### src/rtl/instruction_fetch.sv
// Instruction fetch stage: program counter, instruction register and a
// return-address stack for CALL/RET. The ROM is read combinationally
// from oAddress. Redirects (iCall > iRet > iJump) override iStall and
// insert one invalid bubble.
// Optional build macro FETCH_STACK_GUARD_EN: suppress stack overflow/underflow
// and raise a sticky oStackError. Without it the stack pointer wraps.
module instruction_fetch #(
  parameter int unsigned STACK_DEPTH = 8,
  parameter logic [15:0] RESET_PC    = 16'h0000
) (
  input  logic        Clock,
  input  logic        Reset,
  input  logic [27:0] iInstruction,
  output logic [15:0] oAddress,
  output logic [27:0] oInstruction,
  output logic [15:0] oInstrAddress,
  output logic        oValid,
  input  logic        iStall,
  input  logic        iJump,
  input  logic        iCall,
  input  logic        iRet,
  input  logic [15:0] iTarget,
  output logic [4:0]  oStackDepth,
  output logic        oStackError
);

  localparam int unsigned SPW       = (STACK_DEPTH > 1) ? $clog2(STACK_DEPTH) : 1;
  localparam logic [4:0]  DEPTH_MAX = 5'(STACK_DEPTH);
  localparam logic [SPW-1:0] SP_ONE = SPW'(1);

  logic [15:0]    pc;
  logic [SPW-1:0] sp;
  logic [SPW-1:0] sp_dec;
  logic [15:0]    stack_mem [STACK_DEPTH];

  logic        redirect;
  logic        do_call;
  logic        do_ret;
  logic        stack_full;
  logic        stack_empty;
  logic        push_en;
  logic        pop_en;
  logic [15:0] ret_addr;
  logic [15:0] pop_val;
  logic [15:0] next_redirect_pc;

  assign oAddress = pc;

  // Redirect decode, stack push/pop qualification and redirect target
  always_comb begin
    do_call     = iCall;
    do_ret      = iRet & ~iCall;
    redirect    = iCall | iRet | iJump;
    stack_full  = (oStackDepth == DEPTH_MAX);
    stack_empty = (oStackDepth == 5'd0);
    sp_dec      = sp - SP_ONE;
    ret_addr    = oInstrAddress + 16'd1;
`ifdef FETCH_STACK_GUARD_EN
    push_en = do_call & ~stack_full;
    pop_en  = do_ret & ~stack_empty;
    pop_val = stack_empty ? RESET_PC : stack_mem[sp_dec];
`else
    push_en = do_call;
    pop_en  = do_ret;
    pop_val = stack_mem[sp_dec];
`endif
    if (do_call) begin
      next_redirect_pc = iTarget;
    end else if (do_ret) begin
      next_redirect_pc = pop_val;
    end else begin
      next_redirect_pc = iTarget;
    end
  end

  // PC, instruction register and stack bookkeeping
  always_ff @(posedge Clock or posedge Reset) begin
    if (Reset) begin
      pc            <= RESET_PC;
      oInstruction  <= '0;
      oInstrAddress <= '0;
      oValid        <= 1'b0;
      sp            <= '0;
      oStackDepth   <= '0;
    end else if (redirect) begin
      pc     <= next_redirect_pc;
      oValid <= 1'b0;
      if (push_en) begin
        sp <= sp + SP_ONE;
      end else if (pop_en) begin
        sp <= sp_dec;
      end
      // Depth saturates even when the pointer itself wraps
      if (do_call && !stack_full) begin
        oStackDepth <= oStackDepth + 5'd1;
      end else if (do_ret && !stack_empty) begin
        oStackDepth <= oStackDepth - 5'd1;
      end
    end else if (!iStall) begin
      oInstruction  <= iInstruction;
      oInstrAddress <= pc;
      oValid        <= 1'b1;
      pc            <= pc + 16'd1;
    end
  end

  // Stack storage; contents survive reset, only the pointer is cleared
  always_ff @(posedge Clock) begin
    if (!Reset && push_en) begin
      stack_mem[sp] <= ret_addr;
    end
  end

`ifdef FETCH_STACK_GUARD_EN
  logic stack_err;

  // Sticky overflow/underflow flag, cleared only by reset
  always_ff @(posedge Clock or posedge Reset) begin
    if (Reset) begin
      stack_err <= 1'b0;
    end else if ((do_call && stack_full) || (do_ret && stack_empty)) begin
      stack_err <= 1'b1;
    end
  end

  assign oStackError = stack_err;
`else
  assign oStackError = 1'b0;
`endif

endmodule

### config.mk
export PLATFORM = sky130hd
export DESIGN_NAME = instruction_fetch
export DESIGN_NICKNAME = d
export VERILOG_FILES = /design/src/rtl/instruction_fetch.sv
export SDC_FILE = /design/constraint.sdc
export NUM_CORES = 1
export LEC_CHECK = 0
export ABC_AREA = 1
export CORE_MARGIN = 1
export CORE_UTILIZATION = 41
export DETAILED_ROUTE_END_ITERATION = 7
export PLACE_DENSITY_LB_ADDON = 0.08
export SYNTH_ARGS = -nofsm -noshare
export SYNTH_HDL_FRONTEND = slang
export SYNTH_SLANG_ARGS = --single-unit
### constraint.sdc
create_clock -name Clock -period 2.62 [get_ports Clock]
set_clock_uncertainty 0.2 [all_clocks]
set_input_delay 0.393 -clock Clock [delete_from_list [all_inputs] [get_ports Clock]]
set_output_delay 0.393 -clock Clock [all_outputs]
set_load 0.05 [all_outputs]
### Word-level counts from Yosys, hierarchy flattened

Memories as Yosys holds them, arrays and structs flattened.
Cells that the tools add are included.

* bits in registers: 69
* latch bits: 0
* bits in writable memories: 128
* memory bits (read-only): 0
* bits of input ports: 50
* output and inout port bits: 67
* logic and storage cells: 45
* memories kept: 1

* add/subtract/negate cells: 6
* $mul: 0
* div/mod/pow operators: 0
* magnitude comparators: 0
* equal/unequal tests: 2
* shift operators: 0
* muxes and demuxes: 12
* bitwise operators: 6
* reductions and logical operators: 12

Memories
* stack_mem: words 8, bits a word 16, rd ports 1, clocked after Yosys merged registers in 0, write ports 1, line 34 `logic [15:0] stack_mem [STACK_DEPTH];`

Operator list (number)
* 16-bit 2-to-1 mux: 4
* 16-bit by 1-bit adder with 16-bit output (second input constant): 2
* 5-bit 2-to-1 mux: 2
* 3-bit 2-to-1 mux: 2
* 2-bit AND reduction: 3
* 5-bit by 1-bit adder with 5-bit output (second input constant): 1
* 5-bit by 4-bit == test with 1-bit output (second input constant): 1
* 5-bit logical NOT: 1
* 5-bit by 1-bit subtractor with 5-bit output (second input constant): 1
* 1-bit 2-to-1 mux: 4
* 2-bit nonzero test: 2
* 3-bit by 1-bit adder with 3-bit output (second input constant): 1
* 1-bit logical AND: 3
* 1-bit logical NOT: 3
* 1-bit inverter: 3
* 3-bit by 1-bit subtractor with 3-bit output (second input constant): 1
* 2-bit by 1-bit != test with 1-bit output (second input constant): 1
* 1-bit OR: 2
* 1-bit bitwise AND: 1

### Logic depth before layout (Yosys ltp)

Gate-level depths: netlist of the first run.

* word-level depth: 5
* depth in mapped cells: 15
* depth with buffers taken out: 12

### Worst setup path after synthesis of the first run

No wires, ideal clock.

* path kind: flip-flop to flip-flop
* from: register oStackDepth[3]
* to: register oStackDepth[4]
* library setup time: 0.084 ns
* data arrival time: 2.276 ns
* required time: 2.336 ns
* setup slack: 0.060 ns
* cell stages (with the launch flop): 12
* buffers on the path: 0
* period minus slack after synthesis: 2.560 ns
* cells stage by stage: dfrtp_1 > inv_1 > nor2_1 > nand2_1 > o21ai_0 > ha_1 > nand2_1 > nand2_1 > a21oi_1 > xor2_1 > nand2_1 > o21ai_0

* word-level cells in the longest chain between the ends: 5
* elaborated cells on any way between the ends: 12
* classes of those cells: add/sub (2); eq/ne (1); mux (2); reduce/logical (7)

RTL lines
* from (decl): line 23 `output logic [4:0] oStackDepth,`
* from (signal assigned): line 95 `oStackDepth <= oStackDepth + 5'd1;`
* from (signal assigned): line 97 `oStackDepth <= oStackDepth - 5'd1;`
* branches (longest 5 deep; another with 5-bit by 1-bit subtractor with 5-bit output)

Parallel ways; which one is timed is not known. The select of a mux whose other input is x is not followed.
A chain may end at the register's enable or synchronous reset.

### Worst setup path after layout of the first run

* from: register oInstrAddress[0]
* to: memory stack_mem[5][12], data pin

* word-level cells in the longest chain between the ends: 1

RTL lines
* from (decl): line 16 `output logic [15:0] oInstrAddress,`
* from (signal assigned): line 101 `oInstrAddress <= pc;`
* 16-bit by 1-bit adder with 16-bit output: line 57 `ret_addr = oInstrAddress + 16'd1;`
* via ret_addr[12]: line 43 `logic [15:0] ret_addr;`
* to (decl): line 34

The timed path passes the listed nets, and every way through them passes these cells.

==> results by group, run 1 <==
Power
  • Leak Pwr: 4.56 nW
  • Final total power: about 12 mW
  • Pwr dens: between 1000 and 1500 mW/mm2
  • Maximum VDD drop: 0.847 mV

Synth
  • Mapped Nets: 957
  • Share of the synthesized area in the top cell type: 0.439
  • Mapped cell area: 0.00875 mm2
  • Syn Area/Cell: 9.74 um2
  • Post-synth top cells: nand2_1 (284), edfxtp_1 (128), nor2_1 (103)
  • Count of cell types in the netlist: 38
  • Synth warn: 0
  • Leading area contributor after synthesis: edfxtp_1
  • Asr flop ratio synth: 0.350
  • Post-synth EDFFs: around 130
  • Top-count cell post-synth: nand2_1
  • Post-synthesis sequential area ratio: 0.636
  • Top post-synthesis cells by area: edfxtp_1 (44%), dfrtp_1 (20%), nand2_1 (12%), o21ai_0 (4.5%), nor2_1 (4.4%)
  • Mapped Cells: 899
  • Seq cells post-synth: just under 200
  • Prevailing post-synth register cell: edfxtp_1

CTS
  • H-tree depth: 4
  • Clk pin slew, worst setup/hold paths: around 0.07 ns
  • CTS tree: built
  • CTS Root Cell: clkbuf_16
  • Post-CTS Setup Inserts: 0
  • Hold buffer count at cts: 0
  • Clock sink count: around 200
  • CTS Buf Count: 17
  • Skew-Pair Late Insertion Delay: between 0.4 and 0.5 ns
  • Longest Clk Path Bufs: 2
  • Number of gates resized after CTS: 0

GRT
  • First-pass GRT wire length: approximately 35000 um
  • Largest net degree at the start of global routing: just over 70
  • Vias in the first global route: 6058
  • Antenna violations before repair: 0
  • Gr ovfl total: 0
  • Total track usage: 0.217

Worst setup path
  • Crit path kind: flip-flop to flip-flop
  • Worst r2r dst: stack_mem[5][12]
  • Worst R2R Path Depth: 8
  • CP max stage cell: xor2_1
  • Register-to-register setup slack: roughly 0.22 ns
  • CP Cell Sequence: ha_1 > nand2_1 > inv_1 > nand4_1 > nor2_1 > nand2_1 > nor2_1 > xor2_1
  • CP max FO: 8
  • RR Startpoint: oInstrAddress[0]
  • Critical path capture point type: flip-flop
  • Critical Path AT: around 2.3 ns
  • Slowest stage delay, CP: roughly 0.53 ns
  • Startpoint types: flip-flop
  • CP Data Required Time: roughly 2.6 ns
  • CP startpoint: oInstrAddress[0]

Cells and area
  • Post-Layout Cell Count: 1318
  • Cell area after layout: between 0.01 and 0.015 mm2
  • Fraction of layout cells with a size suffix above 1: 0.0777
  • Register area: approximately 0.0056 mm2
  • Final #Nets: 1088
  • FILL cells: about 1900
  • Antenna diodes: 0
  • Area of the multi-input gates: roughly 0.0027 mm2
  • Synthesis-to-finish area growth: 25.8%

STA
  • Min Tclk post-route: between 2 and 2.5 ns
  • Worst slew margin: 0.530
  • PnR worst setup slack: approximately 0.22 ns
  • Setup total negative slack: 0 ns
  • RSZ-0062 raised after global routing: no
  • Slew @ Worst Pin: between 0.7 and 0.8 ns
  • Pins Over Slew Limit: 0
  • Final hold vios: 0
  • Fmax: approximately 0.42 GHz
  • Post-route clock period utilization: 0.915
  • Finish-stage setup viols: 0

Detailed routing
  • DR WL/cell: between 15 and 20 um
  • Router iterations before antenna repair: 5
  • Via-to-Cell Ratio: ~5
  • DRC Markers: 0
  • Detailed Route WL: ~23000 um
  • Initial DRC count: between 400 and 500
  • Vias post-DR: 6579
  • Remaining antenna violation count after routing: 0

Place
  • Port buffer count: roughly 120
  • Detailed Place HPWL: around 15000 um
  • Pre-CTS setup slack: 0.0979 ns
  • Placed cells: 1286
  • Dpl cell area: 0.0104 mm2
  • Gpl congestion: 0.867

Run
  • Max cap viols: 0

Run status
  • Status: complete, no violations

Floorplan
  • Die Span Y: 148 um
  • DIE AREA: between 0.02 and 0.025 mm2
  • Row count: 53
  • Die X: between 100 and 150 um
  • Core area: 0.0210 mm2
  • IO Count: roughly 120
  • Starting Density: 0.418

Worst hold path
  • Min-delay worst type: input port to asynchronous set/reset pin
-- critical path: cells and delay by family, from the launching register on --
| family | cells | cell delay [ns] |
|---|---|---|
| simple gates | 5 | 0.71 |
| xor+xnor | 1 | 0.53 |
| flops | 1 | 0.40 |
| fa+ha+maj | 1 | 0.18 |
| buf+inv | 1 | 0.09 |
-- registers in the layout, summed over array words and instances, names as in the netlist --
name           cells
oAddress          16
oInstrAddress     16
oInstruction      28
oStackDepth        5
oValid             1
sp                 3
stack_mem        128
-- cell families (layout without fill, tap and decap cells) --
kind of cell | Yosys count | count (layout) | share of synthesized area
AND/OR/NAND/NOR | 461 | 461 | 0.214
flip-flops | 197 | 197 | 0.636
AO/OA/AOI/OAI | 111 | 111 | 0.0682
buffers and inverters | 103 | 247 | 0.0512
XOR/XNOR | 18 | 18 | 0.0180
adder cells (fa/ha/maj) | 8 | 8 | 0.0123
other | 1 | 1 | 0.000428
-- through the flow --
| step | hold slack, ns | utilization |
|---|---|---|
| after global routing | 0.208 | 0.525 |
| after CTS | 0.189 | 0.525 |
| after detailed placement | 0.259 | 0.499 |
| final | 0.155 | 0.525 |
| after floorplan | 0.310 | - |
| after global placement | 0.253 | 0.499 |
-- layer usage --
layer | part of all wire | routed length (um) | global-route usage
met5 | 0 | 0 | 0
met4 | 0.012 | 274 | 0.0526
met3 | 0.065 | 1480 | 0.0469
met2 | 0.45 | 10100 | 0.324
met1 | 0.48 | 10800 | 0.321
-- placed cells by master (no fill, tap or decap), types with 13 or more instances in the layout --
cell type / netlist / layout
buf_4: 4 / 24
clkbuf_16: 0 / 17
clkdlybuf4s50_1: 0 / 115
dfrtp_1: 69 / 68
edfxtp_1: 128 / 128
inv_1: 60 / 59
nand2_1: 284 / 284
nand3_1: 44 / 44
nand4_1: 13 / 13
nor2_1: 103 / 103
o21ai_0: 79 / 79
xor2_1: 17 / 17
-- how the worst max path moves through the flow --
stage / end / slack, ns / depth (start not counted)
after CTS: oInstrAddress[12] / 0.22 / 1
final: stack_mem[5][12] / 0.22 / 8
after detailed placement: oStackDepth[4] / 0.1 / 9
after global routing: stack_mem[3][12] / 0.05 / 8
after global placement: oStackDepth[4] / 0.13 / 9
after floorplan: oStackDepth[4] / 0.06 / 11
-- where the power goes --
group          switching (mW)  leakage (nW)  internal (mW)  total [mW]
sequential              0.410          2.01           4.01        4.42
clock                    1.15         0.282           1.39        2.54
combinational            3.52          2.26           1.67        5.19
total                    5.08          4.56           7.06        12.1
-- area by class of cell --
| cell class | count | share of cell area |
|---|---|---|
| timing repair buffer | 150 | 0.141 |
| clock inverter | 9 | 0.00818 |
| clock buffer | 23 | 0.0428 |
| inverter | 65 | 0.0223 |
| multi-input combinational | 599 | 0.248 |
| sequential | 197 | 0.506 |
| tap | 275 | 0.0313 |
Note: power is estimated with default switching activity, not from simulation.
==> inputs of run 2 (changes only) <==
CORE_MARGIN = 2   (was 1)
==> run 2 against run 1 <==
- critical path depth decreased by 7
- design area rose by 0.10%
- wire length grew 1.7%
- global-route usage decreased by 0.50 points
- combinational power fell by 1%
- clock-buffer cell count is 6 lower
- non-clock buffer count rose by 7
- cell count is 0.53% higher
- power is 0.20% lower
- largest cell class unchanged
==> results by group, run 2 (synthesized netlist as in run 1, its figures left out) <==
GRT
  • Met1 Track Usage GR: 0.310
  • Antenna violations before repair: 0
  • First-pass GRT wire length: 35600 um
  • Most Crowded Layer GR: met2
  • Met3 Track Usage GR: 0.0342
  • Gr ovfl total: 0
  • Met2 Use GR: 0.330
  • Largest net degree at the start of global routing: just over 60
  • Total track usage: 0.212
  • Vias in the first global route: around 6300

Detailed routing
  • Remaining antenna violation count after routing: 0
  • DRC Markers: 0
  • DR WL/cell: roughly 17 um
  • Initial DRC count: about 440
  • Vias post-DR: roughly 6600
  • Detailed Route WL: 23100 um
  • Via-to-Cell Ratio: 5.00
  • Router iterations before antenna repair: 6

Cells and area
  • Antenna diodes: 0
  • Most common cell after layout, fill and taps aside: nand2_1
  • Fraction of layout cells with a size suffix above 1: 0.0857
  • Synthesis-to-finish area growth: 25.9%
  • Biggest register: stack_mem
  • Top flop regs: stack_mem (128), oInstruction (28)
  • Most frequent cells in the layout: nand2_1 (284), edfxtp_1 (128), clkdlybuf4s50_1 (115), nor2_1 (103), o21ai_0 (79)
  • Final #Nets: ~1100
  • Final core utilization: 0.526
  • Largest register FFs: about 130
  • FILL cells: about 1900

Power
  • Maximum VDD drop: about 0.49 mV
  • Leak Pwr: roughly 4.6 nW
  • Final total power: 12.1 mW
  • Pwr dens: 1100 mW/mm2

Floorplan
  • Die Span Y: roughly 150 um
  • Core area: between 0.02 and 0.025 mm2
  • DIE AREA: 0.0225 mm2
  • Die X: ~150 um
  • Row count: 53
  • IO Count: 117
  • Starting Density: 0.418

Place
  • Detailed Place HPWL: around 16000 um
  • Port buffer count: ~120
  • Gpl congestion: roughly 0.9

Worst setup path
  • Critical path capture point type: primary output
  • CP Cell Sequence: clkdlybuf4s50_1
  • Critical Path AT: about 1.9 ns
  • CP Data Required Time: between 2 and 2.5 ns
  • CP Buf/Inv Count: 1
  • Delay-heaviest family, CP: buffers and inverters
  • CP max stage cell: clkdlybuf4s50_1
  • CP max FO: 8
  • Slowest stage delay, CP: between 0.8 and 0.9 ns
  • Crit path kind: flip-flop to primary output
  • Startpoint types: flip-flop

CTS
  • CTS tree: built
  • Clk pin slew, worst setup/hold paths: roughly 0.08 ns
  • Post-CTS Setup Inserts: 0
  • Number of gates resized after CTS: 0
  • H-tree depth: 4
  • Hold buffer count at cts: 0
  • CTS Root Cell: clkbuf_16
  • Skew-Pair Late Insertion Delay: 0.43 ns
  • Longest Clk Path Bufs: 2
  • Clock sink count: between 150 and 200
  • CTS Buf Count: 17

STA
  • Pins Over Slew Limit: 0
  • Worst slew margin: 0.529
  • RSZ-0062 raised after global routing: no
  • Slew @ Worst Pin: 0.706 ns
  • Setup total negative slack: 0 ns
  • Finish-stage setup viols: 0
  • Post-route clock period utilization: 0.931
  • Min Tclk post-route: ~2.4 ns
  • Fmax: ~0.4 GHz
  • Final hold vios: 0

Run status
  • Status: complete, no violations

Run
  • Max cap viols: 0

Worst hold path
  • Min-delay worst type: input port to asynchronous set/reset pin
## run 2: cell types whose count changed in the layout (fill, tap and decap cells not counted), moves of 3 or more
cell | previous run | this run
inv_4 | 4 | 0
buf_12 | 11 | 7
buf_4 | 24 | 35
clkbuf_1 | 3 | 0
## run 2: final timing paths
path	from	endpoint	slack, ns	cells past startpoint
worst max-delay path	oAddress[7]	oAddress[7]	0.18	1
worst min-delay path	Reset	sp[2]	0.18	2
worst max register to register	oStackDepth[1]	oStackDepth[4]	0.30	10
worst min register to register	oInstruction[27]	oInstruction[27]	0.27	2
max in group asynchronous	Reset	oInstruction[17]	1.42	3
min in group Clock	oInstruction[27]	oInstruction[27]	0.27	2
## run 2: power breakdown
group / switching (mW) / internal [mW] / leakage (nW) / total (mW)
registers: 0.430 / 4.00 / 2.01 / 4.43
logic: 3.49 / 1.64 / 2.28 / 5.13
clock network: 1.22 / 1.34 / 0.273 / 2.56
## run 2: per-layer routing
layer / share of wire / routed length [um] / vias to the layer above
met5: 0 / 0 / -
met2: 0.46 / 10600 / 199
met3: 0.048 / 1110 / 19
met4: 0.012 / 273 / 0
li1: - / - / 3252
met1: 0.48 / 11100 / 3149
## run 2: stage by stage
step | instances | instance area (um2) | hold WS (ns) | setup WS [ns]
finish | 1325 | 11000 | 0.178 | 0.180
global route | 1325 | 11000 | 0.229 | 0.0157
CTS | 1325 | 11000 | 0.181 | 0.151
detailed placement | 1293 | 10400 | 0.258 | 0.0580
global placement | 1293 | 10400 | 0.253 | 0.117
floorplan | 899 | 8750 | 0.310 | 0.0601
## run 2: layout make-up
cell class	count	area, um2	share of cell area
Multi-Input combinational cell	599	2740	0.248
Sequential cell	197	5570	0.506
Tap cell	275	344	0.0312
Clock buffer	17	425	0.0386
Clock inverter	15	146	0.0133
Inverter	65	244	0.0221
Timing Repair Buffer	157	1550	0.141
==> inputs of run 3 (changes only) <==
CTS_CLUSTER_DIAMETER = 30   (was not set)
==> results of run 3 <==
No change in the layout: final DEF, timing and power equal those of run 2.
